### config.mk
export PLATFORM = sky130hd
export DESIGN_NAME = lsrc_seq
export DESIGN_NICKNAME = d
export VERILOG_FILES = /design/src/rtl/lsrc_pkg.sv /design/src/rtl/lsrc_cnt.sv /design/src/rtl/lsrc_seq.sv
export SDC_FILE = /design/constraint.sdc
export NUM_CORES = 1
export LEC_CHECK = 0
export ABC_CLOCK_PERIOD_IN_PS = 1600
export CORE_MARGIN = 1
export CORE_UTILIZATION = 30
export DETAILED_ROUTE_END_ITERATION = 7
export GPL_TIMING_DRIVEN = 0
export PLACE_DENSITY = 0.57
export SYNTH_ARGS = -nofsm -noshare
export SYNTH_HDL_FRONTEND = slang
export SYNTH_SLANG_ARGS = --single-unit
### constraint.sdc
create_clock -name clock -period 1.6 [get_ports clock]
set_clock_uncertainty 0.05 [all_clocks]
set_input_delay 0.32 -clock clock [delete_from_list [all_inputs] [get_ports clock]]
set_output_delay 0.32 -clock clock [all_outputs]
set_load 0.005 [all_outputs]
### src/rtl/lsrc_pkg.sv
// Shared types and helpers for the lsrc serial stimulus sequencer.
package lsrc_pkg;

   typedef enum logic [1:0] {
      IDLE  = 2'd0,
      SHIFT = 2'd1,
      DONE  = 2'd2
   } state_t;

   // Width of a counter that indexes `width` bit positions.
   function automatic int cnt_w(input int width);
      return (width < 2) ? 1 : $clog2(width);
   endfunction

endpackage

### src/rtl/lsrc_cnt.sv
// Modulo-MOD counter (up or down) with load and a zero-state flag,
// used both as the bit-position counter and as the pass counter.
module lsrc_cnt #(
   parameter int W    = 3,
   parameter int MOD  = 8,
   parameter bit DOWN = 1'b0
) (
   input  logic         clock,
   input  logic         reset_n,
   input  logic         load,
   input  logic [W-1:0] load_val,
   input  logic         en,
   output logic         zero
);

   localparam logic [W-1:0] LAST = W'(MOD - 1);

   logic [W-1:0] cnt;

   always_ff @(posedge clock or negedge reset_n) begin
      if (!reset_n) begin
         cnt <= '0;
      end else if (load) begin
         cnt <= load_val;
      end else if (en) begin
         if (DOWN) cnt <= (cnt == '0) ? LAST : cnt - 1'b1;
         else      cnt <= (cnt == LAST) ? '0 : cnt + 1'b1;
      end
   end

   assign zero = (cnt == '0);

endmodule

### src/rtl/lsrc_seq.sv
// Serial stimulus sequencer: replays a captured word LSB-first (count+1) times,
// then returns a_out to the programmable idle level.
module lsrc_seq
   import lsrc_pkg::*;
#(
   parameter int WIDTH = 8,
   parameter int REP_W = 4
) (
   input  logic             clock,
   input  logic             reset_n,
   input  logic             load_valid,
   output logic             load_ready,
   input  logic [WIDTH-1:0] load_data,
   input  logic [REP_W-1:0] load_count,
   input  logic             idle_val,
   input  logic             abort,
   output logic             a_out,
   output logic             a_valid,
   output logic             busy,
   output logic             done,
   output logic             aborted
);

   localparam int CW = cnt_w(WIDTH);

   state_t           state, state_n;
   logic [WIDTH-1:0] word, word_n;
   logic             a_out_n, a_valid_n, busy_n, done_n, aborted_n;
   logic             bit_load, bit_en, bit_zero;
   logic             pass_load, pass_en, pass_zero;

   // The word is kept rotated so the next bit to send is always word[0];
   // bit_cnt == 0 in SHIFT therefore marks the end of a pass.
   lsrc_cnt #(.W(CW), .MOD(WIDTH), .DOWN(1'b0)) u_bit_cnt (
      .clock    (clock),
      .reset_n  (reset_n),
      .load     (bit_load),
      .load_val (CW'(1)),
      .en       (bit_en),
      .zero     (bit_zero)
   );

   lsrc_cnt #(.W(REP_W), .MOD(2**REP_W), .DOWN(1'b1)) u_pass_cnt (
      .clock    (clock),
      .reset_n  (reset_n),
      .load     (pass_load),
      .load_val (load_count),
      .en       (pass_en),
      .zero     (pass_zero)
   );

   assign load_ready = (state == IDLE);

   // NOTE: every always_comb output gets a default first so no path leaves a latch.
   always_comb begin
      state_n   = state;
      word_n    = word;
      a_out_n   = idle_val;
      a_valid_n = 1'b0;
      busy_n    = 1'b0;
      done_n    = 1'b0;
      aborted_n = 1'b0;
      bit_load  = 1'b0;
      bit_en    = 1'b0;
      pass_load = 1'b0;
      pass_en   = 1'b0;
      case (state)
         IDLE: begin
            if (load_valid) begin
               state_n   = SHIFT;
               word_n    = {load_data[0], load_data[WIDTH-1:1]};
               a_out_n   = load_data[0];
               a_valid_n = 1'b1;
               busy_n    = 1'b1;
               bit_load  = 1'b1;
               pass_load = 1'b1;
            end
         end
         SHIFT: begin
            if (abort) begin
               state_n   = DONE;
               done_n    = 1'b1;
               aborted_n = 1'b1;
            end else if (bit_zero && pass_zero) begin
               state_n = DONE;
               done_n  = 1'b1;
            end else begin
               word_n    = {word[0], word[WIDTH-1:1]};
               a_out_n   = word[0];
               a_valid_n = 1'b1;
               busy_n    = 1'b1;
               bit_en    = 1'b1;
               pass_en   = bit_zero;
            end
         end
         DONE:    state_n = IDLE;
         default: state_n = IDLE;
      endcase
   end

   // NOTE: state is non-blocking so every register sees pre-edge values; the
   // pattern word is reset too, so no stale data survives a mid-stream reset.
   always_ff @(posedge clock or negedge reset_n) begin
      if (!reset_n) begin
         state   <= IDLE;
         word    <= '0;
         a_out   <= 1'b0;
         a_valid <= 1'b0;
         busy    <= 1'b0;
         done    <= 1'b0;
         aborted <= 1'b0;
      end else begin
         state   <= state_n;
         word    <= word_n;
         a_out   <= a_out_n;
         a_valid <= a_valid_n;
         busy    <= busy_n;
         done    <= done_n;
         aborted <= aborted_n;
      end
   end

endmodule

==> metrics.cfg, run 1 <==
[die]
rows = 22
start_util_pct = 32.41
core_area_um2 = 3799
io_pins = 23
dieHeight_um = 66.06
die_w_um = 66.06
die-area_um2 = 4364

[synthesis]
async_reset_ff_share_pct = 100.0
synth_nets = 137
ys_ff_latch = 21
ys_seq_area_share_pct = 42.68
ys_types = 37
synth_edf_count = 0
yosysWarnings = 0
yosys_most_used_dff = dfrtp_1
synth.avg_cell_area_um2 = 10.61
synth_cells = 116
netlist_area_um2 = 1231

[cts]
tritoncts = built
cts_buffers = 3
worst_skew_pair.late_latency_ns = 0.26
clock_sinks = 21
cts.htree.levels = 1
cts_root_buf = clkbuf_8
cts.path.max_buffers = 2
clkTransAtPathRegs_ns = 0.08

[grt]
grt_usage_pct = 15.06
grt_pass1_vias = 1017
grt_max_degree = 22
antenna_found_initial = 0
grt-ovfl-total = 0
grt_pass1_wl_um = 4940

[sta]
worst_pin_slew_ns = 0.9488
rsz0062_at_grt = true
fmax_ghz = 0.6001
setup_slack_ns = -0.06635
post-route-period-util_pct = 104.1
setup_viol = 7
maxSlewViolCount = 0
relSlewSlack_pct = 36.55
final.setup.tns_ns = -0.2685
whs_ns = 0.5146
finalHoldViolations = 0
period_minus_slack_ns = 1.666

[finish]
drive_gt1_share_pct = 38.32
area_growth_pct = 54.98
instances_no_fill = 215
n_antenna_cell = 0
nets = 189
utilization_pct = 50.23

[drt]
wl_per_cell_um = 15.17
detail_route.first_pass.iterations = 4
drtAntennaViolNets = 0
num_vias = 1066
drc_errors = 0
first_iter_violations = 43
via_per_inst = 4.958
routed_wl_um = 3261

[power_and_ir_drop]
leakage_nw = 0.8172
clkPwrFrac_pct = 11.7
vdd_ir_drop_max_mv = 0.7376
p_sw_share_pct = 36.16
pwr-share-comb_pct = 56.4
p_seq_share_pct = 31.9
p_switching_mw = 1.074
power_density_nw_per_um2 = 1557
p_int_mw = 1.896
p_total_mw = 2.970

[status]
violations = setup timing
outcome = finished with violations

[critical_path]
critPathMaxFanout = 5
crit_arrival_ns = 1.76
worstPathRequired_ns = 1.69
end_kind = register
start_kind = register
crit_type = register to register

[placed_design]
dp_hpwl_um = 1906
dp.cells = 186
gp_congestion = 0.8138
io_buffers = 22

[hold_path]
hp-class = input pin to register

[job]
cap_violations = 0

[power by group through the flow]
stage / clock [mW] / combinational (mW) / sequential (mW)
after floorplan: 0 / 0.764 / 0.922
after global placement: 0 / 1.05 / 0.947
after detailed placement: 0 / 1.07 / 0.954
after CTS: 0.359 / 1.35 / 0.932
after global routing: 0.379 / 1.81 / 0.965
final: 0.348 / 1.68 / 0.947
[flip-flops by register name, indices dropped and copies added (netlist names)]
name            cells
aborted             1
state               2
busy                1
done                1
a_out               1
u_bit_cnt.cnt       3
word                8
u_pass_cnt.cnt      4
[metrics by stage]
step	worst slack [ns]	instance area, um2
2_1_floorplan	-0.02986	1247
3_3_place_gp	-0.3962	1528
3_5_place_dp	-0.4317	1528
4_1_cts	-0.06154	1730
5_1_grt	-0.1132	1908
6_report	-0.06635	1908
[synth_stat cells, drive strengths merged (3+ instances only)]
cell | n | area, um2
buf | 9 | 65.06
nor2 | 18 | 67.56
a211oi | 16 | 160.2
nor3b | 3 | 38.79
dfrtp | 21 | 525.5
inv | 7 | 26.28
or3b | 3 | 28.78
nor2b | 4 | 25.02
a31oi | 3 | 18.77
ha | 4 | 50.05
nand2 | 3 | 11.26
[cells by family after synthesis]
logic type | Yosys count | share of synthesized area [%]
AOI/OAI and AO/OA | 34 | 26.63
buffers and inverters | 17 | 7.723
and+or+nand+nor | 39 | 18.09
adders and majority gates | 4 | 4.065
muxes | 1 | 0.8130
DFF | 21 | 42.68
[cell usage in the layout, fill, tap and decap left out, types with 2 or more instances in the layout]
master / n
buf_4: 23
dfrtp_1: 20
clkdlybuf4s50_1: 19
nor2_1: 17
a211oi_1: 8
a211oi_2: 8
inv_1: 5
nor2b_1: 4
or3b_4: 3
buf_8: 3
buf_6: 3
nand2_1: 3
a31oi_1: 3
clkbuf_8: 3
clkbuf_16: 3
nand2b_1: 2
nor3b_4: 2
inv_2: 2
nor4_1: 2
a211o_1: 2
o22a_1: 2
ha_4: 2
ha_1: 2
dlygate4sd2_1: 2
[layout make-up]
cell class	instances	area [um2]
Buffer	9	106.4
Sequential cell	21	526.8
Tap cell	48	60.06
Fill cell	348	1891
Timing Repair Buffer	48	473.0
Clock buffer	4	45.04
Multi-Input combinational cell	78	670.6
Inverter	7	26.28
[path summary, 6_finish.rpt]
kind	slack [ns]	depth (start not counted)	end	startpoint
max	-0.07	6	word[1]	u_pass_cnt.cnt[1]
min	0.51	2	aborted	abort
max reg2reg	-0.07	6	word[1]	u_pass_cnt.cnt[1]
min reg2reg	0.52	2	u_bit_cnt.cnt[1]	u_bit_cnt.cnt[1]
max in group asynchronous	0.33	1	state[1]	reset_n
min in group asynchronous	0.53	1	u_pass_cnt.cnt[3]	reset_n
[critical path, stage by stage, from the launching register on]
cell,delay (ns)
dfrtp_1,0.40
inv_2,0.09
ha_4,0.14
or3b_4,0.39
o21ai_4,0.19
buf_2,0.20
a211oi_1,0.09
[per-layer routing]
layer / part of all wire (%) / vias to the layer above / GRT usage, % / routed length, um
met3: 5.4 / 2 / 4.483 / 177
met5: 0 / - / 0 / 0
li1: - / 521 / - / -
met4: 0.25 / 0 / 1.596 / 8
met2: 49 / 29 / 25.26 / 1606
met1: 45 / 514 / 19.64 / 1468
[repair_timing]
item,CTS,global route
endpoints found under the setup margin,21,19
pin swaps,4,10
setup buffers,14,8
cloned,1,3
hold buffers,0,0
resized for setup,18,14
No activity file was read; power rests on OpenSTA's default activity.
==> run 2, diff against run 1 <==
CORE_MARGIN = 2   (was 1)
CTS_CLUSTER_SIZE = 8   (was unset)
==> metrics.cfg, run 2 (synthesized netlist as in run 1, its figures left out) <==
[job]
cap_violations = 0

[power_and_ir_drop]
p_seq_share_pct = 34.6
p_int_mw = 1.709
power_density_nw_per_um2 = 1534
pwr-share-comb_pct = 52.4
vdd_ir_drop_max_mv = 0.4408
p_sw_share_pct = 36.95
clkPwrFrac_pct = 13.0
leakage_nw = 0.7496
p_total_mw = 2.710
p_switching_mw = 1.001

[finish]
area_growth_pct = 43.50
mostFrequentLayoutCells = dfrtp_1 (20), buf_4 (19), nor2_1 (18), clkdlybuf4s50_1 (18), a211oi_2 (9)
drive_gt1_share_pct = 34.18
n_antenna_cell = 0
largest-register = word
largest_reg_flops = 8
nets = 180
final_common_cell = dfrtp_1
fill_cells = 380
top_regs = word (8), u_pass_cnt.cnt (4), u_bit_cnt.cnt (3)

[cts]
post_cts_hold_buffer_count = 0
worst_skew_pair.late_latency_ns = 0.26
tritoncts = built
cts.htree.levels = 1
cts_root_buf = clkbuf_8
cts_buffers = 3
clock_sinks = 21
clkTransAtPathRegs_ns = 0.08
cts.path.max_buffers = 2

[sta]
setup_viol = 7
finalHoldViolations = 0
period_minus_slack_ns = 1.639
whs_ns = 0.5149
rsz0062_at_grt = true
post-route-period-util_pct = 102.4
relSlewSlack_pct = 36.93
worst_pin_slew_ns = 0.9431
setup_slack_ns = -0.03896
fmax_ghz = 0.6101
maxSlewViolCount = 0

[drt]
drc_errors = 0
num_vias = 1069
first_iter_violations = 53
wl_per_cell_um = 14.82
detail_route.first_pass.iterations = 4
drtAntennaViolNets = 0
via_per_inst = 5.139
routed_wl_um = 3083

[grt]
grt_pass1_vias = 1069
grt_pass1_wl_um = 4857
grt_max_degree = 22
grt-ovfl-total = 0
grt_usage_pct = 13.96
antenna_found_initial = 0

[placed_design]
io_buffers = 22
pre_cts_slack_ns = -0.4456
dp_hpwl_um = 1997
gp_congestion = 0.7234

[critical_path]
end_kind = register
slowest_stage = dfrtp_1
start_kind = register
critPathTopFamily = flip-flops
worstPathRequired_ns = 1.70
critPathMaxFanout = 5
critPathMaxStageDelay_ns = 0.41
path_buf_inv = 2
cp_cell_sequence = inv_2 -> ha_4 -> or3b_4 -> o21ai_4 -> buf_2 -> a211oi_1
crit_arrival_ns = 1.74
crit_type = register to register

[die]
die-area_um2 = 4632
core_area_um2 = 3971
start_util_pct = 31.00
io_pins = 23
die_w_um = 68.06
dieHeight_um = 68.06
rows = 23

[status]
violations = setup timing
outcome = finished with violations

[hold_path]
hp-class = register to register

run 2: layout make-up:
| cell class | count | area [um2] | area share, % |
|---|---|---|---|
| Tap cell | 50 | 62.56 | 3.541 |
| Clock buffer | 3 | 41.29 | 2.337 |
| Timing Repair Buffer | 38 | 336.6 | 19.05 |
| Clock inverter | 1 | 5.005 | 0.2833 |
| Sequential cell | 21 | 526.8 | 29.82 |
| Buffer | 10 | 113.9 | 6.445 |
| Multi-Input combinational cell | 78 | 654.4 | 37.04 |
| Inverter | 7 | 26.28 | 1.487 |
run 2: timing repair:
| action | 4_1_cts | 5_1_grt |
|---|---|---|
| gates resized for setup | 19 | 8 |
| pin swaps | 4 | 2 |
| buffers inserted | 8 | 7 |
| gates cloned | 1 | 0 |
| endpoints found under the setup margin | 20 | 18 |
run 2: final timing paths:
kind                                     to  slack [ns]  depth (start not counted)               from
max in group asynchronous          state[1]        0.33                          1            reset_n
min in group asynchronous          state[0]        0.53                          1            reset_n
min                        u_bit_cnt.cnt[1]        0.51                          2   u_bit_cnt.cnt[1]
max reg2reg                         word[3]       -0.04                          6  u_pass_cnt.cnt[0]
max                                 word[3]       -0.04                          6  u_pass_cnt.cnt[0]
min reg2reg                u_bit_cnt.cnt[1]        0.51                          2   u_bit_cnt.cnt[1]
run 2: routing by layer:
| metal | part of all wire, % | vias up | GRT usage, % |
|---|---|---|---|
| li1 | - | 509 | - |
| met1 | 42 | 535 | 16.58 |
| met2 | 53 | 21 | 24.76 |
| met3 | 3.6 | 4 | 2.632 |
| met4 | 1.2 | 0 | 5.250 |
| met5 | 0 | - | 0 |
run 2: metrics by stage:
| stage | setup TNS [ns] | area (um2) | cells | utilization, % |
|---|---|---|---|---|
| floorplan | -0.02986 | 1247 | 116 | - |
| global route | -0.8541 | 1767 | 208 | 44.49 |
| CTS | -0.1362 | 1685 | 201 | 42.44 |
| detailed placement | -7.182 | 1530 | 188 | 38.53 |
| global placement | -6.462 | 1530 | 188 | 38.53 |
| finish | -0.1699 | 1767 | 208 | 44.49 |
run 2: power by group through the flow:
stage	clock (mW)	combinational [mW]	sequential, mW
after floorplan	0	0.764	0.922
after global placement	0	1.05	0.950
after detailed placement	0	1.07	0.961
after CTS	0.359	1.28	0.935
after global routing	0.393	1.56	0.961
final	0.352	1.42	0.939
run 2: worst reg2reg max path, cell delays in order (launching register included):
cell and delay (ns):
dfrtp_1 0.41, inv_2 0.09, ha_4 0.14, or3b_4 0.39, o21ai_4 0.16, buf_2 0.21, a211oi_1 0.09
